**src/rtl/player_ball_motion.sv**
```systemverilog
// player_ball_motion
// ------------------
// Motion controller for one player ball. Once per video frame it moves the
// ball sideways from the keyboard, runs a jump/gravity state machine, and
// clamps the ball to the screen edges, the ceiling and the floor.
//
// Ports:
//   Clk        in   1   system clock
//   Reset      in   1   asynchronous, active-low reset
//   frame_clk  in   1   vertical-sync-rate strobe, asynchronous to Clk
//   keycode    in   8   key currently held (8'h00 = none)
//   BallX      out 10   ball centre X
//   BallY      out 10   ball centre Y
//   Ball_size  out 10   ball radius (constant SIZE)
//   airborne   out  1   high while the ball is rising or falling
module player_ball_motion #(
    parameter int          X_START  = 320,
    parameter int          GROUND_Y = 400,
    parameter int          X_MIN    = 0,
    parameter int          X_MAX    = 639,
    parameter int          SIZE     = 4,
    parameter int          X_STEP   = 2,
    parameter int          JUMP_VEL = 12,
    parameter int          GRAVITY  = 1,
    parameter int          MAX_FALL = 12,
    parameter logic [7:0]  KEY_LEFT  = 8'h04,
    parameter logic [7:0]  KEY_RIGHT = 8'h07,
    parameter logic [7:0]  KEY_JUMP  = 8'h1A
) (
    input  logic       Clk,
    input  logic       Reset,
    input  logic       frame_clk,
    input  logic [7:0] keycode,
    output logic [9:0] BallX,
    output logic [9:0] BallY,
    output logic [9:0] Ball_size,
    output logic       airborne
);

    typedef enum logic [1:0] {
        GROUND  = 2'd0,
        RISING  = 2'd1,
        FALLING = 2'd2
    } state_t;

    // Resting centre height and the horizontal clamp points.
    localparam logic [9:0]        REST_Y   = 10'(GROUND_Y - SIZE);
    localparam logic [9:0]        X_LO     = 10'(X_MIN + SIZE);
    localparam logic [9:0]        X_HI     = 10'(X_MAX - SIZE);
    localparam logic [9:0]        X_LO_THR = 10'(X_MIN + SIZE + X_STEP);
    localparam logic [9:0]        X_HI_THR = 10'(X_MAX - SIZE - X_STEP);
    localparam logic [9:0]        X_STEP_V = 10'(X_STEP);

    // Signed 11-bit versions for the vertical arithmetic.
    localparam logic signed [10:0] REST_S     = 11'(GROUND_Y - SIZE);
    localparam logic signed [10:0] SIZE_S     = 11'(SIZE);
    localparam logic signed [10:0] GRAV_S     = 11'(GRAVITY);
    localparam logic signed [10:0] MAXF_S     = 11'(MAX_FALL);
    localparam logic signed [10:0] NEG_JUMP_S = 11'(0 - JUMP_VEL);

    // frame_clk synchronizer and edge detector
    logic sync1_reg;
    logic sync2_reg;
    logic prev_reg;
    logic tick;

    // motion state
    logic [9:0]         ball_x_reg,  ball_x_next;
    logic [9:0]         ball_y_reg,  ball_y_next;
    logic signed [10:0] vel_y_reg,   vel_y_next;
    state_t             state_reg,   state_next;
    logic               jump_armed_reg;
    logic               airborne_reg;

    // vertical intermediates
    logic signed [10:0] y_ext;
    logic signed [10:0] ny;
    logic signed [10:0] vel_inc;

    assign tick = sync2_reg & ~prev_reg;

    assign y_ext   = signed'({1'b0, ball_y_reg});
    assign ny      = y_ext + vel_y_reg;
    assign vel_inc = vel_y_reg + GRAV_S;

    // Horizontal step with edge clamping; independent of vertical state.
    always_comb begin
        ball_x_next = ball_x_reg;
        if (keycode == KEY_LEFT) begin
            if (ball_x_reg < X_LO_THR)
                ball_x_next = X_LO;
            else
                ball_x_next = ball_x_reg - X_STEP_V;
        end else if (keycode == KEY_RIGHT) begin
            if (ball_x_reg > X_HI_THR)
                ball_x_next = X_HI;
            else
                ball_x_next = ball_x_reg + X_STEP_V;
        end
    end

    // Jump / gravity state machine, evaluated for one frame step.
    always_comb begin
        ball_y_next = ball_y_reg;
        vel_y_next  = vel_y_reg;
        state_next  = state_reg;
        case (state_reg)
            GROUND: begin
                ball_y_next = REST_Y;
                vel_y_next  = '0;
                // jump_armed blocks auto-repeat while the jump key is held
                if (keycode == KEY_JUMP && jump_armed_reg) begin
                    vel_y_next = NEG_JUMP_S;
                    state_next = RISING;
                end
            end
            RISING: begin
                if (ny < SIZE_S) begin
                    ball_y_next = SIZE_S[9:0];
                    vel_y_next  = '0;
                    state_next  = FALLING;
                end else begin
                    ball_y_next = ny[9:0];
                    vel_y_next  = vel_inc;
                    if (!vel_inc[10])
                        state_next = FALLING;
                end
            end
            FALLING: begin
                if (ny >= REST_S) begin
                    ball_y_next = REST_Y;
                    vel_y_next  = '0;
                    state_next  = GROUND;
                end else begin
                    ball_y_next = ny[9:0];
                    vel_y_next  = (vel_inc > MAXF_S) ? MAXF_S : vel_inc;
                end
            end
            default: begin
                ball_y_next = REST_Y;
                vel_y_next  = '0;
                state_next  = GROUND;
            end
        endcase
    end

    always_ff @(posedge Clk or negedge Reset) begin
        if (!Reset) begin
            sync1_reg      <= 1'b0;
            sync2_reg      <= 1'b0;
            prev_reg       <= 1'b0;
            ball_x_reg     <= 10'(X_START);
            ball_y_reg     <= REST_Y;
            vel_y_reg      <= '0;
            state_reg      <= GROUND;
            jump_armed_reg <= 1'b1;
            airborne_reg   <= 1'b0;
        end else begin
            sync1_reg <= frame_clk;
            sync2_reg <= sync1_reg;
            prev_reg  <= sync2_reg;
            if (tick) begin
                ball_x_reg     <= ball_x_next;
                ball_y_reg     <= ball_y_next;
                vel_y_reg      <= vel_y_next;
                state_reg      <= state_next;
                jump_armed_reg <= (keycode != KEY_JUMP);
                // decoded from the next state so it lines up with BallY
                airborne_reg   <= (state_next != GROUND);
            end
        end
    end

    assign BallX     = ball_x_reg;
    assign BallY     = ball_y_reg;
    assign Ball_size = 10'(SIZE);
    assign airborne  = airborne_reg;

endmodule

```
**config.mk**
```make
export PLATFORM = sky130hd
export DESIGN_NAME = player_ball_motion
export DESIGN_NICKNAME = d
export VERILOG_FILES = /design/src/rtl/player_ball_motion.sv
export SDC_FILE = /design/constraint.sdc
export NUM_CORES = 1
export LEC_CHECK = 0
export CAP_MARGIN = 30
export CELL_PAD_IN_SITES_DETAIL_PLACEMENT = 0
export CELL_PAD_IN_SITES_GLOBAL_PLACEMENT = 1
export CORE_MARGIN = 4
export CORE_UTILIZATION = 45
export CTS_BUF_LIST = sky130_fd_sc_hd__clkbuf_16
export CTS_CLUSTER_SIZE = 40
export DETAILED_ROUTE_END_ITERATION = 8
export PLACE_DENSITY_LB_ADDON = 0.1
export SETUP_SLACK_MARGIN = 0.02
export SLEW_MARGIN = 15
export SYNTH_ARGS = -nofsm -noshare
export SYNTH_HDL_FRONTEND = slang
export SYNTH_SLANG_ARGS = --single-unit
```
**constraint.sdc**
```tcl
create_clock -name Clk -period 6.1 [get_ports Clk]
set_input_delay 0.61 -clock Clk [delete_from_list [all_inputs] [get_ports Clk]]
set_output_delay 0.61 -clock Clk [all_outputs]
set_load 0.005 [all_outputs]
```
==> flow_metrics.tcl, run 1 <==
set metrics [dict create \
    cts_sinks 38 \
    yosysTopAreaCell "dfrtp_1" \
    htreeDepth 2 \
    pre_cts_ws_ps 2440 \
    synth.most_common_cell "nand2_1" \
    r2r-end "BallY[4]$_DFFE_PN0P_" \
    slew-limit-headroom_pct 36.4 \
    tightestPinTransition_ps 946 \
    postLayoutSetupSlackWorst_ps 2400 \
    power_density_nw_per_um2 250 \
    intPower_mw 0.580 \
    cts_tree "done" \
    fmax_mhz 270 \
    pwr-share-seq_pct 35.9 \
    vdd_ir_drop_max_mv 0.115 \
    synth_area_um2 3100 \
    yosys_warnings 0 \
    path_clk_slew_ps 60 \
    wl_per_cell_um 16.8 \
    finalNetCount 418 \
    setup_viol 0 \
    drt-initial-drc-count 144 \
    grt_usage_pct 18.9 \
    critPathMaxFanout 8 \
    synth_seq_cells 38 \
    antenna_cells 0 \
    drive_gt1_share_pct 7.97 \
    path_cells "ha_1 -> fa_1 -> a211o_1 -> a41o_1 -> a211oi_2 -> o21ai_0 -> xor2_1 -> o21bai_4 -> a21oi_4 -> nor2_1 -> a32o_1" \
    clockRootBuffer "clkbuf_16" \
    combPwrFrac_pct 36.6 \
    p_clk_share_pct 27.4 \
    rsz0062_at_grt "no" \
    synth.top_cell.area_share_pct 25.0 \
    synthFlopType "dfrtp_1" \
    overflow 0 \
    p_total_mw 0.893 \
    grt_pass1_vias 2496 \
    post_cts_buffers 0 \
    fin_crit_sh_pct 60.6 \
    viasPerCell 6.05 \
    crit_buf_inv 0 \
    drcViolationCount 0 \
    cts-resized-gates 0 \
    synth.distinct_cells 65 \
    dr.pass1.iters 5 \
    initial_utilization_pct 47.5 \
    n_fill_cell 601 \
    antenna_found_initial 0 \
    synthToLayoutAreaGrowth_pct 15.1 \
    synth_area_leaders "dfrtp_1 25%, ha_1 7.3%, dfstp_2 5.9%" \
    critPathLaunchType "flop" \
    critPathRequiredTime_ps 6310 \
    syn_area_per_cell_um2 8.49 \
    slew_violations 0 \
    postRouteAntennaNets 0 \
    dpl.hpwl_um 5880 \
    slowest_stage "fa_1" \
    outcome "complete, no violations" \
    p_sw_share_pct 35.0 \
    synth-seq-area-share_pct 31.0 \
    drv_cap 0 \
    cp-end-kind "flop" \
    fp.dieH_um 91.0 \
    vias 2820 \
    core-area_um2 6530 \
    cpPeakStageDelay_ps 470 \
    synth_edf_count 0 \
    crit_type "flop to flop" \
    async_flop_share_pct 100 \
    io_pins 42 \
    fin_tns_setup_ps 0 \
    yosys-top-cells-count "34 x nand2_1, 31 x dfrtp_1, 28 x a21oi_1" \
    routabilityCongestion 0.895 \
    clockBufferDepth 2 \
    finalHoldViolCount 0 \
    clk_latency_ps 280 \
    cts_hold_buf 0 \
    r2r_slack_ps 2400 \
    grt_pass1_wl_um 12900 \
    r2r_cells 11 \
    die_w_um 91.0 \
    largest_register_ff_count 11 \
    rows 29 \
    critPathTopFamily "compound AO/OA/AOI/OAI gates" \
    post-route-min-period_ps 3700 \
    syn_inst 365 \
    dieArea_um2 8280 \
    skew_ps 8.30 \
    reg2reg_from "vel_y_reg[0]$_DFFE_PN0P_" \
    port_buffers 31 \
    cts_buffers 5 \
    leakagePower_nw 1.51 \
    arrival_ps 3910 \
    routed_wl_um 7820 \
    grt_max_degree 39 \
    p_switching_mw 0.313 \
    min_path_type "input port to asynchronous set/reset pin" \
    post-route-util_pct 54.6 \
]
[power groups by stage]
stage          clock network [mW]  registers [mW]  logic, mW
2_1_floorplan                   0           0.317      0.242
3_5_place_dp                    0           0.325      0.326
4_1_cts                     0.252           0.320      0.327
3_3_place_gp                    0           0.323      0.325
5_1_grt                     0.263           0.326      0.361
6_report                    0.245           0.321      0.327
[routing by layer]
layer	up-vias	global-route usage, %	share of wire (%)
li1	1403	-	-
met2	94	27.7	42
met3	6	2.64	4.7
met4	0	3.39	0.68
met5	-	0	0
met1	1317	29.6	53
[layout make-up]
| type | count | area [µm²] | area share, % |
|---|---|---|---|
| Clock buffer | 5 | 125 | 3.51 |
| Clock inverter | 3 | 13.8 | 0.386 |
| Inverter | 9 | 33.8 | 0.947 |
| Multi-Input combinational cell | 299 | 1990 | 55.8 |
| Sequential cell | 38 | 960 | 26.9 |
| Tap cell | 77 | 96.3 | 2.70 |
| Timing Repair Buffer | 35 | 348 | 9.75 |
[placed cells by master, fill, tap and decap left out, types with 6 or more instances in the layout]
cell,n
a211o_1,7
a21oi_1,28
a22o_1,8
clkdlybuf4s50_1,30
conb_1,10
dfrtp_1,31
dfstp_2,7
ha_1,18
inv_1,10
nand2_1,34
nand3_1,14
nor2_1,27
nor3_1,15
o21ai_0,23
o31ai_1,8
or3_1,6
xnor2_1,6
[stage by stage]
step / area (µm²) / instances / hold WS, ps
after global placement: 3400 / 456 / 337
after global routing: 3570 / 466 / 148
after CTS: 3550 / 465 / 363
after floorplan: 3130 / 373 / 314
final: 3570 / 466 / 154
after detailed placement: 3410 / 457 / 339
[logic make-up (layout without fill, tap and decap cells)]
logic type,Yosys count,after routing,share of synthesized area [%]
simple gates,134,134,22.9
compound gates,127,127,29.6
flops,38,38,31.0
buf+inv,36,52,5.81
fa+ha+maj,19,19,7.91
xor+xnor,8,8,2.26
other cells,2,10,0.242
mux,1,1,0.323
[how the worst max path moves through the flow]
stage | startpoint | depth (start not counted) | end | slack, ps
6_report | vel_y_reg[0]$_DFFE_PN0P_ | 11 | BallY[4]$_DFFE_PN0P_ | 2400
5_1_grt | vel_y_reg[0]$_DFFE_PN0P_ | 11 | BallY[4]$_DFFE_PN0P_ | 2150
4_1_cts | vel_y_reg[0]$_DFFE_PN0P_ | 11 | BallY[4]$_DFFE_PN0P_ | 2410
3_5_place_dp | vel_y_reg[0]$_DFFE_PN0P_ | 11 | BallY[4]$_DFFE_PN0P_ | 2440
3_3_place_gp | vel_y_reg[0]$_DFFE_PN0P_ | 11 | BallY[4]$_DFFE_PN0P_ | 2510
2_1_floorplan | vel_y_reg[0]$_DFFE_PN0P_ | 11 | vel_y_reg[9]$_DFFE_PN0P_ | 2810
Power figures use the tool's default switching activity.
==> inputs of run 2 (changes only) <==
--- a/config.mk
+++ b/config.mk
@@ -9,7 +9,7 @@
 export CELL_PAD_IN_SITES_DETAIL_PLACEMENT = 0
 export CELL_PAD_IN_SITES_GLOBAL_PLACEMENT = 1
 export CORE_MARGIN = 4
-export CORE_UTILIZATION = 45
+export CORE_UTILIZATION = 42
 export CTS_BUF_LIST = sky130_fd_sc_hd__clkbuf_16
 export CTS_CLUSTER_SIZE = 40
 export DETAILED_ROUTE_END_ITERATION = 8
==> constraint.sdc (replaced) <==
create_clock -name Clk -period 3.8 [get_ports Clk]
set_input_delay 0.38 -clock Clk [delete_from_list [all_inputs] [get_ports Clk]]
set_output_delay 0.38 -clock Clk [all_outputs]
set_load 0.005 [all_outputs]
==> run 2 against run 1 <==
Global-route usage is 0.84 points higher; cell count is 6.2% higher; worst hold slack better by 200 ps; clock power is 60% higher.
==> flow_metrics.tcl, run 2 (same netlist as run 1, synthesis figures left out) <==
set metrics [dict create \
    dpl.hpwl_um 6010 \
    tightestPinTransition_ps 656 \
    drt-initial-drc-count 198 \
    outcome "complete, no violations" \
    skew_ps 3.51 \
    layout_common_cells "34 x nand2_1, 31 x dfrtp_1, 30 x clkdlybuf4s50_1, 28 x a21oi_1, 26 x nor2_1" \
    fin_crit_sh_pct 91.4 \
    clockRootBuffer "clkbuf_16" \
    placed_cell_area_um2 3490 \
    critPathRequiredTime_ps 3960 \
    grt_pass1_vias 2697 \
    leakagePower_nw 1.55 \
    rows 31 \
    vdd_ir_drop_max_mv 0.158 \
    finalNetCount 426 \
    largest_register_ff_count 11 \
    min_to "sync2_reg$_DFF_PN0_" \
    path_clk_slew_ps 60 \
    core-area_um2 7210 \
    slew_violations 0 \
    holdPathStages 0 \
    final_common_cell "nand2_1" \
    postLayoutSetupSlackWorst_ps 327 \
    wl_per_cell_um 16.4 \
    busiest_layer "met2" \
    grt_max_degree 39 \
    r2r_cells 12 \
    routed_wl_um 8120 \
    power_density_nw_per_um2 394 \
    vias 2885 \
    critPathLaunchType "flop" \
    viasPerCell 5.83 \
    rsz0062_at_grt "no" \
    overflow 0 \
    port_buffers 31 \
    r2r-end "vel_y_reg[9]$_DFFE_PN0P_" \
    routabilityCongestion 0.859 \
    grt.met1_usage_pct 28.3 \
    clockBufferDepth 2 \
    min_path_type "flop to flop" \
    synthToLayoutAreaGrowth_pct 17.8 \
    io_pins 42 \
    cp-end-kind "flop" \
    fin_tns_setup_ps 0 \
    dieArea_um2 8820 \
    post-route-min-period_ps 3470 \
    initial_utilization_pct 43.0 \
    fp.dieH_um 93.9 \
    use_met2_pct 31.0 \
    setup_viol 0 \
    critPathMaxFanout 9 \
    grt_pass1_wl_um 13900 \
    die_w_um 93.9 \
    crit_type "flop to flop" \
    n_fill_cell 721 \
    drcViolationCount 0 \
    slew-limit-headroom_pct 55.9 \
    reg2reg_from "BallY[0]$_DFFE_PN0P_" \
    drive_gt1_share_pct 9.34 \
    fmax_mhz 288 \
    cts_buffers 5 \
    drv_cap 0 \
    antenna_found_initial 0 \
    finalHoldViolCount 0 \
    dr.pass1.iters 4 \
    htreeDepth 2 \
    cts_sinks 38 \
    arrival_ps 3640 \
    grt_usage_pct 19.7 \
    hp-start "sync1_reg$_DFF_PN0_" \
    clk_latency_ps 280 \
    antenna_cells 0 \
    pre_cts_ws_ps 338 \
    cts_tree "done" \
    grtUsageMet3_pct 2.64 \
    design_area_um2 3650 \
    postRouteAntennaNets 0 \
    r2r_slack_ps 330 \
]
[run 2: stage by stage]
stage               std cells  hold slack [ps]  utilization, %  power (mW)
floorplan                 373             84.4               -       0.898
CTS                       493              269            50.2        1.45
detailed placement        486              342            48.4        1.05
finish                    495              352            50.6        1.44
global placement          486              347            48.4        1.05
global route              495              366            50.6        1.54
[run 2: cell type report]
type | instances | area (µm²) | share of cell area (%)
multi-input combinational | 299 | 1990 | 54.6
sequential | 38 | 960 | 26.3
timing repair buffer | 43 | 410 | 11.2
clock buffer | 5 | 125 | 3.42
tap | 99 | 124 | 3.39
inverter | 9 | 33.8 | 0.925
clock inverter | 2 | 7.51 | 0.205
[run 2: report_power, final]
group | switching (mW) | total (mW) | internal [mW]
Sequential | 0.0437 | 0.508 | 0.464
Combinational | 0.305 | 0.542 | 0.238
Clock | 0.156 | 0.391 | 0.235
[run 2: critical path: stages (launching register included)]
cell,delay [ps]
dfrtp_1,400
ha_1,240
fa_1,400
buf_4,170
a21o_1,200
a211o_1,310
a21oi_1,200
o31ai_1,170
nor4_4,420
nor3b_4,130
a32oi_4,330
nor2b_1,90
a211o_1,300
[run 2: worst max path at each step]
stage | startpoint | to | slack, ps | cells after the start
after global routing | BallY[0]$_DFFE_PN0P_ | vel_y_reg[9]$_DFFE_PN0P_ | 30 | 12
after floorplan | vel_y_reg[0]$_DFFE_PN0P_ | vel_y_reg[9]$_DFFE_PN0P_ | 510 | 11
after detailed placement | BallY[0]$_DFFE_PN0P_ | BallY[4]$_DFFE_PN0P_ | 340 | 11
after CTS | BallY[0]$_DFFE_PN0P_ | BallY[4]$_DFFE_PN0P_ | 290 | 11
after global placement | BallY[0]$_DFFE_PN0P_ | BallY[4]$_DFFE_PN0P_ | 380 | 11
final | BallY[0]$_DFFE_PN0P_ | vel_y_reg[9]$_DFFE_PN0P_ | 330 | 12
[run 2: timing repair]
action / 4_1_cts / 5_1_grt
endpoints found under the hold margin: 0 / 8
setup buffers: 0 / 0
endpoints found under the setup margin: 0 / 4
resized for setup: 0 / 1
hold buffers: 0 / 1
[run 2: per-layer routing]
layer / vias up / routed length, µm
li1: 1417 / -
met1: 1386 / 3980
met2: 72 / 3680
met3: 10 / 338
met4: 0 / 116
met5: - / 0
==> inputs of run 3 (changes only) <==
--- a/config.mk
+++ b/config.mk
@@ -15,6 +15,7 @@
 export DETAILED_ROUTE_END_ITERATION = 8
 export PLACE_DENSITY_LB_ADDON = 0.1
 export SETUP_SLACK_MARGIN = 0.02
+export SKIP_LAST_GASP = 1
 export SLEW_MARGIN = 15
 export SYNTH_ARGS = -nofsm -noshare
 export SYNTH_HDL_FRONTEND = slang
==> constraint.sdc (replaced) <==
create_clock -name Clk -period 3.3 [get_ports Clk]
set_input_delay 0.33 -clock Clk [delete_from_list [all_inputs] [get_ports Clk]]
set_output_delay 0.33 -clock Clk [all_outputs]
set_load 0.005 [all_outputs]
==> run 3 against run 2 <==
Sequential cell count stayed put; critical endpoint is now vel_y_reg[2]$_DFFE_PN0P_; cell count is 4.6% higher; register-to-register slack worse by 230 ps; clock skew is 3.0 ps higher; critical path type unchanged; die area stayed put.
==> flow_metrics.tcl, run 3 (same netlist as run 1, synthesis figures left out) <==
set metrics [dict create \
    combPwrFrac_pct 43.2 \
    slew-limit-headroom_pct 66.3 \
    largest_register_ff_count 11 \
    layout_common_cells "34 x nand2_1, 31 x dfrtp_1, 30 x clkdlybuf4s50_1, 29 x buf_4, 27 x a21oi_1" \
    finalHoldViolCount 0 \
    drv_cap 0 \
    arrival_ps 3370 \
    fp.dieH_um 93.9 \
    crit_type "flop to flop" \
    grt_pass1_vias 2726 \
    clk_latency_ps 280 \
    postLayoutSetupSlackWorst_ps 95.0 \
    finalNetCount 448 \
    fin_cells 518 \
    outcome "complete, no violations" \
    vdd_ir_drop_max_mv 0.218 \
    power_density_nw_per_um2 465 \
    htreeDepth 2 \
    routabilityCongestion 0.836 \
    synthToLayoutAreaGrowth_pct 26.5 \
    critPathLaunchType "flop" \
    drive_gt1_share_pct 16.9 \
    path_clk_slew_ps 60 \
    pre_cts_ws_ps -67.6 \
    dpl.hpwl_um 6190 \
    pwr-share-seq_pct 31.8 \
    intPower_mw 1.19 \
    die_w_um 93.9 \
    fmax_mhz 312 \
    viasPerCell 5.77 \
    dp_cells 505 \
    io_pins 42 \
    post-route-min-period_ps 3200 \
    initial_utilization_pct 43.0 \
    clockBufferDepth 2 \
    cts_tree "done" \
    dieArea_um2 8820 \
    cts_buffers 5 \
    min_path_type "flop to flop" \
    port_buffers 31 \
    drcViolationCount 0 \
    postRouteAntennaNets 0 \
    vias 2988 \
    drt-initial-drc-count 138 \
    slew_violations 0 \
    dr.pass1.iters 4 \
    grt_usage_pct 19.6 \
    rsz0062_at_grt "yes" \
    final_common_cell "nand2_1" \
    wl_per_cell_um 16.2 \
    grt_max_degree 39 \
    leakagePower_nw 1.70 \
    overflow 0 \
    core-area_um2 7210 \
    cts_sinks 38 \
    setup_viol 0 \
    antenna_cells 0 \
    routed_wl_um 8400 \
    tightestPinTransition_ps 502 \
    p_sw_share_pct 35.0 \
    antenna_found_initial 0 \
    grt_pass1_wl_um 13700 \
    rows 31 \
    p_clk_share_pct 25.0 \
    skew_ps 6.54 \
    fin_crit_sh_pct 97.1 \
    critPathRequiredTime_ps 3460 \
    clockRootBuffer "clkbuf_16" \
    cp-end-kind "flop" \
    p_switching_mw 0.638 \
    critPathMaxFanout 7 \
]
==> run 3: final timing paths <==
check / from / to / slack, ps / depth (start not counted)
worst max-delay path: BallY[0]$_DFFE_PN0P_ / vel_y_reg[2]$_DFFE_PN0P_ / 100 / 12
worst min-delay path: sync1_reg$_DFF_PN0_ / sync2_reg$_DFF_PN0_ / 360 / 0
worst max register to register: BallY[0]$_DFFE_PN0P_ / vel_y_reg[2]$_DFFE_PN0P_ / 100 / 12
worst min register to register: sync1_reg$_DFF_PN0_ / sync2_reg$_DFF_PN0_ / 360 / 0
max in group asynchronous: Reset / jump_armed_reg$_DFFE_PN1P_ / 2320 / 3
min in group asynchronous: Reset / BallX[4]$_DFFE_PN0P_ / 460 / 2
==> run 3: stage by stage <==
step	area, µm²	utilization (%)	power, mW	hold slack [ps]	setup TNS (ps)
2_1_floorplan	3140	-	1.04	34.4	0
3_3_place_gp	3640	50.5	1.31	348	0
3_5_place_dp	3640	50.5	1.31	337	-202
4_1_cts	3810	52.9	1.79	223	0
5_1_grt	3920	54.4	1.93	391	-46.0
6_report	3920	54.4	1.82	358	0
==> run 3: power groups by stage <==
| stage | Sequential (mW) | Clock (mW) | Combinational [mW] |
|---|---|---|---|
| floorplan | 0.586 | 0 | 0.454 |
| global placement | 0.588 | 0 | 0.722 |
| detailed placement | 0.589 | 0 | 0.724 |
| CTS | 0.581 | 0.466 | 0.739 |
| global route | 0.589 | 0.493 | 0.852 |
| finish | 0.581 | 0.456 | 0.787 |
==> run 3: what timing repair did <==
action                                  4_1_cts  5_1_grt
buffers inserted                              1        4
pin swaps                                     8        9
hold buffers                                  0        1
endpoints found under the hold margin         0        6
endpoints found under the setup margin       10       22
resized for setup                             8       13
==> run 3: worst max-delay path, stage by stage, from the launching register on <==
cell and delay (ps):
dfrtp_1 380, ha_2 200, fa_2 350, a211o_1 320
a41o_1 270, a211oi_4 270, xnor2_2 190, o211a_1 240
o21bai_4 100, buf_6 130, a21oi_4 240, o22ai_1 110
a221o_1 290
==> run 3: area by class of cell <==
type,count,area (µm²)
Fill cell,694,3290
Multi-Input combinational cell,299,2080
Sequential cell,38,960
Timing Repair Buffer,65,587
Clock buffer,5,125
Tap cell,99,124
Inverter,9,33.8
Clock inverter,3,11.3
==> run 3: routing by layer <==
layer | up-vias | GRT usage, % | share of wire [%] | wire length [µm]
met3 | 12 | 3.21 | 4.9 | 408
met5 | - | 0 | 0 | 0
met1 | 1428 | 27.5 | 47 | 3920
li1 | 1464 | - | - | -
met2 | 84 | 31.1 | 47 | 3930
met4 | 0 | 5.78 | 1.8 | 148
